$ cat config.mk
export PLATFORM = sky130hd
export DESIGN_NAME = pause_ctl
export DESIGN_NICKNAME = d
export VERILOG_FILES = /design/src/rtl/pause_pkg.sv /design/src/rtl/pause_dim.sv /design/src/rtl/pause_ctl.sv
export SDC_FILE = /design/constraint.sdc
export NUM_CORES = 1
export LEC_CHECK = 0
export CAP_MARGIN = 0
export CORE_UTILIZATION = 30
export CTS_CLUSTER_SIZE = 25
export DETAILED_ROUTE_END_ITERATION = 8
export DONT_BUFFER_PORTS = 1
export HOLD_SLACK_MARGIN = 0.08
export MAX_ROUTING_LAYER = met4
export PLACE_DENSITY = 0.48
export SLEW_MARGIN = 20
export SYNTH_ARGS = -nofsm -noshare
export SYNTH_HDL_FRONTEND = slang
export SYNTH_SLANG_ARGS = --single-unit
$ cat constraint.sdc
create_clock -name clk_sys -period 3.9 [get_ports clk_sys]
set_input_delay 0.78 -clock clk_sys [delete_from_list [all_inputs] [get_ports clk_sys]]
set_output_delay 0.78 -clock clk_sys [all_outputs]
set_load 0.01 [all_outputs]
$ cat src/rtl/pause_pkg.sv
// Shared types and constants for the frame-aligned pause controller.
package pause_pkg;

    typedef enum logic [1:0] {
        RUN,
        PEND,
        PAUSED,
        STEP
    } pause_state_t;

    localparam int OPT_PAUSE_OSD = 0;
    localparam int OPT_DIM       = 1;

    // Cycles paused before the fade may start (DIM_SECS seconds at CLKSPD MHz).
    function automatic logic [31:0] dim_timeout(input int clkspd, input int dim_secs);
        longint cycles;
        cycles = longint'(clkspd) * longint'(dim_secs) * longint'(1000000);
        return 32'(cycles);
    endfunction

    // Cycles to wait for a vblank edge before pausing anyway (100 ms).
    function automatic logic [31:0] watchdog_limit(input int clkspd);
        return 32'(clkspd * 100000);
    endfunction

endpackage

$ cat src/rtl/pause_dim.sv
// Burn-in fade: waits for the dim timeout while paused, then raises the
// right-shift applied to the video by one step every FADE_FRAMES vblank edges.
module pause_dim
    import pause_pkg::*;
#(
    parameter int CLKSPD      = 48,
    parameter int DIM_SECS    = 10,
    parameter int DIM_MAX     = 2,
    parameter int FADE_FRAMES = 8
) (
    input  logic       clk_sys,
    input  logic       reset,
    input  logic       active,
    input  logic       vbl_edge,
    input  logic       clear,
    output logic [1:0] dim_level
);

    localparam logic [31:0] TIMEOUT = dim_timeout(CLKSPD, DIM_SECS);
    localparam int          FW      = (FADE_FRAMES > 1) ? $clog2(FADE_FRAMES) : 1;
    localparam logic [FW-1:0] LAST  = FW'(FADE_FRAMES - 1);

    logic [31:0]   timer;
    logic [FW-1:0] frame_cnt;

    // Timer saturates at the timeout; only then are vblank edges counted toward dim steps.
    always_ff @(posedge clk_sys) begin
        // NOTE: all state in clocked blocks uses <= so every register samples
        // pre-edge values, independent of statement order.
        if (reset || clear) begin
            timer     <= '0;
            frame_cnt <= '0;
            dim_level <= '0;
        end else if (active) begin
            if (timer != TIMEOUT) begin
                timer <= timer + 32'd1;
            end else if (vbl_edge) begin
                if (frame_cnt == LAST) begin
                    frame_cnt <= '0;
                    if (dim_level < 2'(DIM_MAX)) begin
                        dim_level <= dim_level + 2'd1;
                    end
                end else begin
                    frame_cnt <= frame_cnt + 1'b1;
                end
            end
        end
    end

endmodule

$ cat src/rtl/pause_ctl.sv
// Frame-aligned multi-source pause controller. Merges pause requests, the
// user toggle button and the OSD, halts the CPU on a vblank rising edge and
// fades the video while paused. Build option PAUSE_FRAME_STEP_EN enables the
// single-frame advance (STEP state, step_button).
module pause_ctl
    import pause_pkg::*;
#(
    parameter int RW          = 8,
    parameter int GW          = 8,
    parameter int BW          = 8,
    parameter int CLKSPD      = 48,
    parameter int NREQ        = 2,
    parameter int DIM_SECS    = 10,
    parameter int DIM_MAX     = 2,
    parameter int FADE_FRAMES = 8
) (
    input  logic                  clk_sys,
    input  logic                  reset,
    input  logic                  user_button,
    input  logic                  step_button,
    input  logic [NREQ-1:0]       pause_request,
    input  logic [1:0]            options,
    input  logic                  OSD_STATUS,
    input  logic                  vblank,
    input  logic [RW-1:0]         r,
    input  logic [GW-1:0]         g,
    input  logic [BW-1:0]         b,
    output logic                  pause_cpu,
    output logic                  paused,
    output logic [1:0]            dim_level,
    output logic [RW+GW+BW-1:0]   rgb_out
);

    localparam logic [31:0] WD_LIMIT = watchdog_limit(CLKSPD);

    pause_state_t state, state_next;
    logic         user_q, vblank_q, toggle;
    logic         user_edge, vbl_edge, want;
    logic         wd_counting, wd_done, dim_active;
    logic [31:0]  wd_cnt;

    assign user_edge = user_button & ~user_q;
    assign vbl_edge  = vblank & ~vblank_q;
    assign want      = (|pause_request) | toggle | (OSD_STATUS & options[OPT_PAUSE_OSD]);

`ifdef PAUSE_FRAME_STEP_EN
    logic step_q, step_edge;
    assign step_edge = step_button & ~step_q;

    // Step-button edge detector; tracks the pin during reset like the others.
    always_ff @(posedge clk_sys) begin
        step_q <= step_button;
    end

    assign wd_counting = (state == PEND) || (state == STEP);
`else
    logic unused_step;
    assign unused_step = step_button;
    assign wd_counting = (state == PEND);
`endif

    assign wd_done = wd_counting && (wd_cnt == WD_LIMIT - 32'd1);

    // Edge detectors and the user toggle.
    always_ff @(posedge clk_sys) begin
        user_q   <= user_button;
        vblank_q <= vblank;
        // NOTE: the previous-value registers keep following the pins during
        // reset, so a button held across reset release is not seen as an edge.
        if (reset) begin
            toggle <= 1'b0;
        end else begin
            toggle <= toggle ^ user_edge;
        end
    end

    // Next-state logic.
    always_comb begin
        // NOTE: default first so every path assigns state_next and no latch is inferred.
        state_next = state;
        case (state)
            RUN: begin
                if (want) state_next = PEND;
            end
            PEND: begin
                if (!want)                    state_next = RUN;
                else if (vbl_edge || wd_done) state_next = PAUSED;
            end
            PAUSED: begin
                if (!want) state_next = RUN;
`ifdef PAUSE_FRAME_STEP_EN
                else if (step_edge) state_next = STEP;
`endif
            end
`ifdef PAUSE_FRAME_STEP_EN
            STEP: begin
                if (vbl_edge || wd_done) state_next = want ? PAUSED : RUN;
            end
`endif
            default: state_next = RUN;
        endcase
    end

    // State register, registered CPU halt and the missing-video watchdog.
    always_ff @(posedge clk_sys) begin
        if (reset) begin
            state     <= RUN;
            pause_cpu <= 1'b0;
            wd_cnt    <= '0;
        end else begin
            state     <= state_next;
            pause_cpu <= (state_next == PAUSED);
            wd_cnt    <= (wd_counting && state_next == state) ? wd_cnt + 32'd1 : '0;
        end
    end

    assign paused     = (state == PAUSED);
    assign dim_active = paused & options[OPT_DIM];

    pause_dim #(
        .CLKSPD      (CLKSPD),
        .DIM_SECS    (DIM_SECS),
        .DIM_MAX     (DIM_MAX),
        .FADE_FRAMES (FADE_FRAMES)
    ) u_dim (
        .clk_sys   (clk_sys),
        .reset     (reset),
        .active    (dim_active),
        .vbl_edge  (vbl_edge),
        .clear     (~dim_active),
        .dim_level (dim_level)
    );

    assign rgb_out = {r >> dim_level, g >> dim_level, b >> dim_level};

endmodule

==> results.yml, run 1 <==
floorplan:
  core-area_sq_um: 13200
  io_pins: 62
  die-area_sq_um: 14000
  start_util_pct: 30.8
  rows: 42
  fp.dieW_um: 119
  die_y_um: 119
timing:
  finalMaxSlewViolations: 0
  worstMarginPinSlew_ns: 0.914
  clock-skew-final_ns: 0.00508
  setup_viol: 0
  period_share_pct: 68.9
  hold_viol: 0
  fin_tns_setup_ns: 0
  maxSlewHeadroom_pct: 39.0
  max_freq_ghz: 0.372
  fin_crit_ns: 2.69
  grt_setup_unrepaired: "false"
critical_path:
  crit_slowest_cell: "dfxtp_1"
  arrival_ns: 1.91
  path_class: "flop to primary output"
  cp_data_required_time_ns: 3.12
  rr_startpoint: "u_dim.timer[0]"
  cpPeakStageDelay_ns: 0.92
  critPathTopFamily: "flip-flops"
  path_cells: "mux4_2"
  cp-start-kind: "flop"
  cp-startpoint: "u_dim.dim_level[1]"
  path_buf_inv: 0
  crit_fanout: 22
  cp-end-kind: "primary output"
drt:
  wirelength_um: 8010
  drc: 0
  ant_nets: 0
  first_pass_iters: 4
  num_vias: 3000
  drt_iter0_markers: 95
  wl_per_cell_um: 13.1
  vias_per_cell: 4.93
global_route:
  antenna_found_initial: 0
  grtUsageTotal_pct: 12.4
  grt_pass1_vias: 2908
  grt_first_pass_wirelength_um: 13600
  grt_overflow: 0
  grt_max_degree: 38
place:
  dpl_cell_area_sq_um: 4210
  dp_cells: 593
  gp_congestion: 0.726
  dp_hpwl_um: 5610
  io_buffers: 0
logic_synthesis:
  syn_nets: 467
  synth_cells: 428
  synth_edf_count: 0
  synth_flop_cell: "dfxtp_1"
  postSynthAreaPerCell_sq_um: 9.52
  ys.warnings.count: 0
  syn_area_sq_um: 4070
  async_flop_share_pct: 0
  yosysSeqAreaShare_pct: 36.9
  ys_ff_latch: 75
  ys_types: 45
layout:
  multi_input_area_sq_um: 2430
  mostFrequentLayoutCells: "dfxtp_1 (75), nor2_1 (47), xor2_1 (40)"
  fin_util_pct: 33.9
  fin_area_sq_um: 4490
  final_cells: 609
  layout-drive-gt1-share_pct: 17.1
  diodes: 0
  area.growth.synth_to_final_pct: 10.4
  fillers: 1374
  final_nets: 467
  seqCellArea_sq_um: 1500
  final_common_cell: "dfxtp_1"
clock_network:
  clk_latency_ns: 0.33
  htreeDepth: 3
  cts_tree: "done"
  root_buffer: "clkbuf_16"
  cts.path.max_buffers: 2
  post-cts-setup-buffers: 0
  hold_buffers: 0
  cts_made_buffers: 9
  cts.sinks: 75
  cts_resized: 0
  clk_pin_slew_ns: 0.06
run:
  cap_violations: 0
pwr:
  pwr_density_cell_nw_per_um2: 365
  p_leak_nw: 1.32
  total_power_w: 0.00164
  ir_drop_uv: 181
hold_path:
  min-delay-start: "user_button"
  worstHoldPathType: "primary input to flop"
run_status:
  status: "finished, final reports clean"
[per-stage QoR]
step           setup slack [ns]  hold slack, ns
2_1_floorplan              1.52           0.448
3_3_place_gp               1.57           0.474
3_5_place_dp               1.55           0.473
4_1_cts                    1.18           0.456
5_1_grt                    1.03           0.453
6_report                   1.21           0.470
[path summary, 6_finish.rpt]
kind | end | slack [ns] | cells after the start
setup / recovery | rgb_out[0] | 1.21 | 1
hold / removal | user_q | 0.47 | 0
setup reg to reg | u_dim.frame_cnt[0] | 1.60 | 7
hold reg to reg | wd_cnt[0] | 0.49 | 1
[layout make-up]
cell class,count,area share (%)
clock buffers,11,5.18
clock inverters,5,1.20
well taps,176,4.90
repair buffers,4,0.668
flip-flops and latches,75,33.4
multi-input cells,330,54.0
inverters,8,0.668
[power by group]
group	internal (W)	switching (W)	leakage, nW	total, W
Clock	0.000493	0.000317	0.143	0.000810
Sequential	0.000771	0.00000380	0.605	0.000775
Combinational	0.0000202	0.0000332	0.567	0.0000534
Total	0.00128	0.000354	1.32	0.00164
[layer usage]
metal	up-vias	GRT usage [%]	part of all wire [%]
li1	1517	-	-
met1	1408	15.3	49
met2	61	19.2	45
met3	14	3.19	4.1
met4	0	5.22	1.9
met5	-	-	0
[cell usage after synthesis, types with 2 or more instances]
master	instances	share of area [%]
nand2_1	21	1.9
and4_1	2	0.43
and2_1	7	1.1
nor2_1	47	4.3
nor2b_1	8	1.2
ha_1	5	1.5
xnor2_1	15	3.2
o21ai_0	9	1.1
nand3_1	32	3.9
nand4_2	2	0.61
nor4_2	4	1.2
buf_1	3	0.28
buf_2	2	0.25
inv_1	8	0.74
nor4_1	9	1.4
and3_1	9	1.4
nor3_1	5	0.61
nor4b_1	5	1.1
mux4_2	12	6.6
or3_1	6	0.92
nor2_4	22	6.1
nand4_1	20	3.1
a21oi_1	12	1.5
mux2i_1	10	2.5
dfxtp_1	75	37
buf_12	3	1.5
nor2_2	9	1.4
a211oi_1	4	0.74
or2_2	2	0.31
clkbuf_1	6	0.55
xor2_1	40	8.6
[registers in the layout, summed over array words and instances, names as in the netlist]
signal and cells:
vblank_q 1, state 2, wd_cnt 32, u_dim.dim_level 2, pause_cpu 1, toggle 1
u_dim.frame_cnt 3, user_q 1, u_dim.timer 32
[kinds of logic (layout without fill, tap and decap cells)]
logic type / Yosys count / after routing / share of synthesized area (%)
and+or+nand+nor: 219 / 219 / 33.0
DFF: 75 / 75 / 36.9
xor gates and xnor gates: 55 / 55 / 11.8
AOI/OAI and AO/OA: 29 / 29 / 4.09
buffers and inverters: 23 / 28 / 3.56
muxes: 22 / 22 / 9.09
adders and majority gates: 5 / 5 / 1.54
No activity file was read; power rests on OpenSTA's default activity.
==> run 2: changes to the inputs <==
- ABC_AREA: default -> 1
- clock period: 3.9 -> 2.8 ns (I/O delays scaled with it)
==> run 2 against run 1 <==
Compared with the run above:
- worst setup slack got worse by 0.65 ns
- clock-buffer cell count down 2
- critical path type unchanged
- sequential power up 39%
- largest cell class unchanged
- total power is 49% higher
- sequential cell count is the same
- critical path depth rose by 3
- final area increased by 24%
- via count grew 62%
- synthesized area increased by 24%
- register-to-register slack got worse by 0.67 ns
==> results.yml, run 2 <==
drt:
  drt_iter0_markers: 243
  vias_per_cell: 4.56
  wl_met2_um: 5490
  drc: 0
  route.met3.wl_um: 536
  first_pass_iters: 4
  wirelength_um: 12800
  wirelength_met1_um: 6620
  num_vias: 4866
  ant_nets: 0
  wl_per_cell_um: 12.0
  topRoutingLayerUsed: "met4"
clock_network:
  root_buffer: "clkbuf_16"
  cts.sinks: 75
  cts_tree: "done"
  hold_buffers: 0
  post-cts-setup-buffers: 0
  clk_latency_ns: 0.34
  cts_made_buffers: 9
  cts_resized: 0
  cts.path.max_buffers: 2
  clk_pin_slew_ns: 0.07
  htreeDepth: 3
layout:
  top_regs: "u_dim.timer (32), wd_cnt (32), u_dim.frame_cnt (3)"
  mostFrequentLayoutCells: "nand2_1 (288), nor2_1 (162), inv_1 (95)"
  layout-drive-gt1-share_pct: 6.12
  fillers: 1824
  diodes: 0
  fin_area_sq_um: 5590
  final_nets: 884
  final_cells: 1066
  final_common_cell: "nand2_1"
  area.growth.synth_to_final_pct: 11.0
logic_synthesis:
  syn_area_sq_um: 5030
  ys.warnings.count: 0
  async_flop_share_pct: 0
  yosysMostFrequentCell: "nand2_1"
  ys_ff_latch: 75
  synth_edf_count: 0
  yosysSeqAreaShare_pct: 29.8
  syn_nets: 886
  synth_commonest_cells: "nand2_1 (288), nor2_1 (162), inv_1 (95)"
  synth_top_cell_area_share_pct: 29.8
  ys_types: 30
  synth_flop_cell: "dfxtp_1"
  yosys-top-cells-area: "dfxtp_1 (30%), nand2_1 (21%), nor2_1 (12%), inv_1 (7.1%), nand3_1 (4.6%)"
  postSynthAreaPerCell_sq_um: 5.94
  synth_cells: 847
  synth_top_cell_by_area: "dfxtp_1"
place:
  dpl_cell_area_sq_um: 5260
  io_buffers: 0
  gp_congestion: 0.826
  dp_cells: 1050
  dp_hpwl_um: 9780
floorplan:
  die-area_sq_um: 17300
  core-area_sq_um: 16100
  die_y_um: 132
  start_util_pct: 31.2
  rows: 46
  io_pins: 62
  fp.dieW_um: 132
pwr:
  ir_drop_uv: 287
  total_power_w: 0.00244
  p_leak_nw: 2.02
  pwr_density_cell_nw_per_um2: 437
timing:
  hold_viol: 0
  maxSlewHeadroom_pct: 55.5
  grt_setup_unrepaired: "false"
  max_freq_ghz: 0.447
  worstMarginPinSlew_ns: 0.666
  setup_viol: 0
  period_share_pct: 79.9
  fin_tns_setup_ns: 0
  finalMaxSlewViolations: 0
  holdWs_ns: 0.236
  clock-skew-final_ns: 0.00935
  fin_crit_ns: 2.24
critical_path:
  cpPeakStageDelay_ns: 0.36
  crit_slowest_cell: "dfxtp_1"
  critPathTopFamily: "buffers and inverters"
  cp-start-kind: "flop"
  path_cells: "buf_4 > clkinv_1 > nand2_1 > o21ai_0"
  path_buf_inv: 2
  cp-end-kind: "primary output"
  cp_data_required_time_ns: 2.24
  arrival_ns: 1.68
  crit_fanout: 29
  path_class: "flop to primary output"
global_route:
  grt_first_pass_wirelength_um: 21900
  grt_overflow: 0
  grtUsageTotal_pct: 16.0
  grt_pass1_vias: 4472
  grt_max_degree: 33
  antenna_found_initial: 0
hold_path:
  worstHoldPathType: "primary input to flop"
run_status:
  status: "finished, final reports clean"
run:
  cap_violations: 0
[run 2: power breakdown]
part / internal [W] / leakage (nW) / switching (W)
combinational: 0.0000212 / 1.25 / 0.0000525
clock: 0.000789 / 0.160 / 0.000502
sequential: 0.00107 / 0.605 / 0.00000354
[run 2: worst reg2reg max path: cells and delay by family (launching register included)]
| kind | cells | cell delay, ns |
|---|---|---|
| buffers and inverters | 3 | 0.72 |
| AO/OA/AOI/OAI | 1 | 0.12 |
| AND/OR/NAND/NOR | 3 | 0.65 |
| flip-flops | 1 | 0.32 |
[run 2: cells by family (layout without fill, tap and decap cells)]
kind of cell	after synthesis	count (layout)	share of synthesized area, %
AOI/OAI and AO/OA	73	73	8.56
and+or+nand+nor	541	541	44.4
xor gates and xnor gates	29	29	5.05
adders and majority gates	5	5	1.24
buffers and inverters	115	118	9.10
muxes	9	9	1.79
DFF	75	75	29.8
[run 2: metal layers]
layer	track usage, %	vias up
met5	-	-
met4	4.26	0
met3	3.40	10
met2	24.5	87
met1	21.2	2135
li1	-	2634
[run 2: worst paths after layout]
kind                      start         endpoint  slack (ns)  cells after the start
min reg2reg           wd_cnt[0]        wd_cnt[0]        0.45                      1
min                 user_button           user_q        0.24                      0
max          u_dim.dim_level[0]      rgb_out[21]        0.56                      4
max reg2reg            state[1]  u_dim.timer[27]        0.93                      7
[run 2: layout make-up]
| class | instances | area [sq um] | area share, % |
|---|---|---|---|
| Clock inverter | 7 | 100 | 1.79 |
| Multi-Input combinational cell | 657 | 3070 | 55.0 |
| Timing Repair Buffer | 6 | 57.6 | 1.03 |
| Sequential cell | 75 | 1500 | 26.9 |
| Inverter | 96 | 360 | 6.45 |
| Clock buffer | 9 | 225 | 4.03 |
| Tap cell | 216 | 270 | 4.84 |
[run 2: through the flow]
step | setup WS [ns] | util, %
CTS | 0.529 | 34.7
finish | 0.562 | 34.7
global placement | 0.872 | 32.6
global route | 0.414 | 34.7
detailed placement | 0.871 | 32.6
floorplan | 1.12 | -
==> run 3: changes to the inputs <==
- clock period: 2.8 -> 2.3 ns (I/O delays scaled with it)
==> run 3 against run 2 <==
Compared with the run above:
- clock skew decreased by 0.0011 ns
- register-to-register slack got worse by 0.46 ns
- first-iteration DRC count increased by 11%
- routed wire length increased by 0.24%
- total power increased by 10%
- sequential share of layout area increased by 0.072 points
- largest cell class unchanged
- largest power group is now registers
- highest routed layer unchanged
==> results.yml, run 3 (same netlist as run 2, synthesis figures left out) <==
run_status:
  status: "finished, final reports clean"
clock_network:
  clk_latency_ns: 0.34
  htreeDepth: 3
  hold_buffers: 0
  cts_tree: "done"
  cts.path.max_buffers: 2
  clk_pin_slew_ns: 0.06
  post-cts-setup-buffers: 0
  cts_made_buffers: 9
  cts_resized: 0
  root_buffer: "clkbuf_16"
  cts.sinks: 75
global_route:
  grt_overflow: 0
  grtUsageTotal_pct: 15.7
  grt_first_pass_wirelength_um: 21500
  antenna_found_initial: 0
  grt_pass1_vias: 4393
  grt_max_degree: 33
pwr:
  clockPowerShare_pct: 47.7
  ir_drop_uv: 339
  netSwitchingFraction_pct: 23.8
  p_leak_nw: 2.01
  pwr_density_cell_nw_per_um2: 483
  intPower_w: 0.00205
  total_power_w: 0.00269
  sequentialPowerShare_pct: 48.7
  combPwrFrac_pct: 3.6
  switchingPower_w: 0.000641
timing:
  period_share_pct: 87.3
  grt_setup_unrepaired: "false"
  worstMarginPinSlew_ns: 0.517
  clock-skew-final_ns: 0.00824
  finalMaxSlewViolations: 0
  maxSlewHeadroom_pct: 65.3
  fin_crit_ns: 2.01
  hold_viol: 0
  setup_viol: 0
  finalWorstSetupSlack_ns: 0.293
  fin_tns_setup_ns: 0
  max_freq_ghz: 0.498
layout:
  final_nets: 891
  fin_util_pct: 34.6
  fillers: 1861
  final_common_cell: "nand2_1"
  mostFrequentLayoutCells: "nand2_1 (288), nor2_1 (162), inv_1 (95)"
  final_cells: 1071
  area.growth.synth_to_final_pct: 10.7
  layout-drive-gt1-share_pct: 6.67
  diodes: 0
  top_regs: "u_dim.timer (32), wd_cnt (32), u_dim.frame_cnt (3)"
critical_path:
  path_buf_inv: 2
  crit_fanout: 29
  cp-start-kind: "flop"
  cp-end-kind: "primary output"
  path_cells: "buf_12 > mux2i_1 > o21ai_0 > buf_4"
  path_class: "flop to primary output"
  cp_data_required_time_ns: 1.84
  arrival_ns: 1.55
  cpPeakStageDelay_ns: 0.39
  crit_slowest_cell: "dfxtp_1"
  critPathTopFamily: "flip-flops"
floorplan:
  die-area_sq_um: 17300
  die_y_um: 132
  io_pins: 62
  rows: 46
  start_util_pct: 31.2
  fp.dieW_um: 132
  core-area_sq_um: 16100
place:
  preCtsSetupSlack_ns: 0.507
  dp_cells: 1057
  io_buffers: 0
  dp_hpwl_um: 9670
  gp_congestion: 0.826
drt:
  wl_per_cell_um: 12.0
  drc: 0
  num_vias: 4865
  drt_iter0_markers: 269
  wirelength_um: 12800
  ant_nets: 0
  first_pass_iters: 4
  vias_per_cell: 4.54
run:
  cap_violations: 0
hold_path:
  worstHoldPathType: "primary input to flop"
## run 3: stage by stage
stage          hold WS [ns]  instance area, sq um
2_1_floorplan         0.418                  5030
6_report              0.139                  5570
3_5_place_dp          0.442                  5310
5_1_grt               0.122                  5570
4_1_cts               0.123                  5570
3_3_place_gp          0.433                  5310
## run 3: layout make-up
class	instances	area, sq um	share of cell area [%]
inverter	96	360	6.47
tap	216	270	4.85
sequential	75	1500	26.9
timing repair buffer	13	110	1.98
multi-input combinational	657	3070	55.1
clock buffer	9	225	4.04
clock inverter	5	32.5	0.584
## run 3: worst register-to-register path: cells and delay by family (launching register included)
| kind | cells | cell delay [ns] |
|---|---|---|
| adder cells (fa/ha/maj) | 1 | 0.31 |
| AND/OR/NAND/NOR | 8 | 1.01 |
| flip-flops | 1 | 0.43 |
## run 3: path summary, 6_finish.rpt
check,cells after the start,slack (ns),endpoint,from
setup / recovery,4,0.29,rgb_out[18],u_dim.dim_level[0]
hold / removal,0,0.14,user_q,user_button
setup reg to reg,9,0.47,u_dim.timer[22],u_dim.timer[0]
hold reg to reg,1,0.45,wd_cnt[0],wd_cnt[0]
## run 3: layer usage
layer  vias up  global-route usage [%]  share of wire [%]
li1       2638                       -                  -
met1      2125                    21.2                 53
met4         0                    4.72                1.4
met3        12                    3.16                3.9
met5         -                       -                  0
met2        90                    23.4                 42
## run 3: power groups by stage
stage	clock network [W]	logic [W]	registers (W)
after global placement	0	0.0000983	0.00134
after global routing	0.00138	0.000110	0.00131
final	0.00128	0.0000973	0.00131
after floorplan	0	0.0000752	0.00134
after detailed placement	0	0.0000986	0.00134
after CTS	0.00134	0.0000989	0.00131
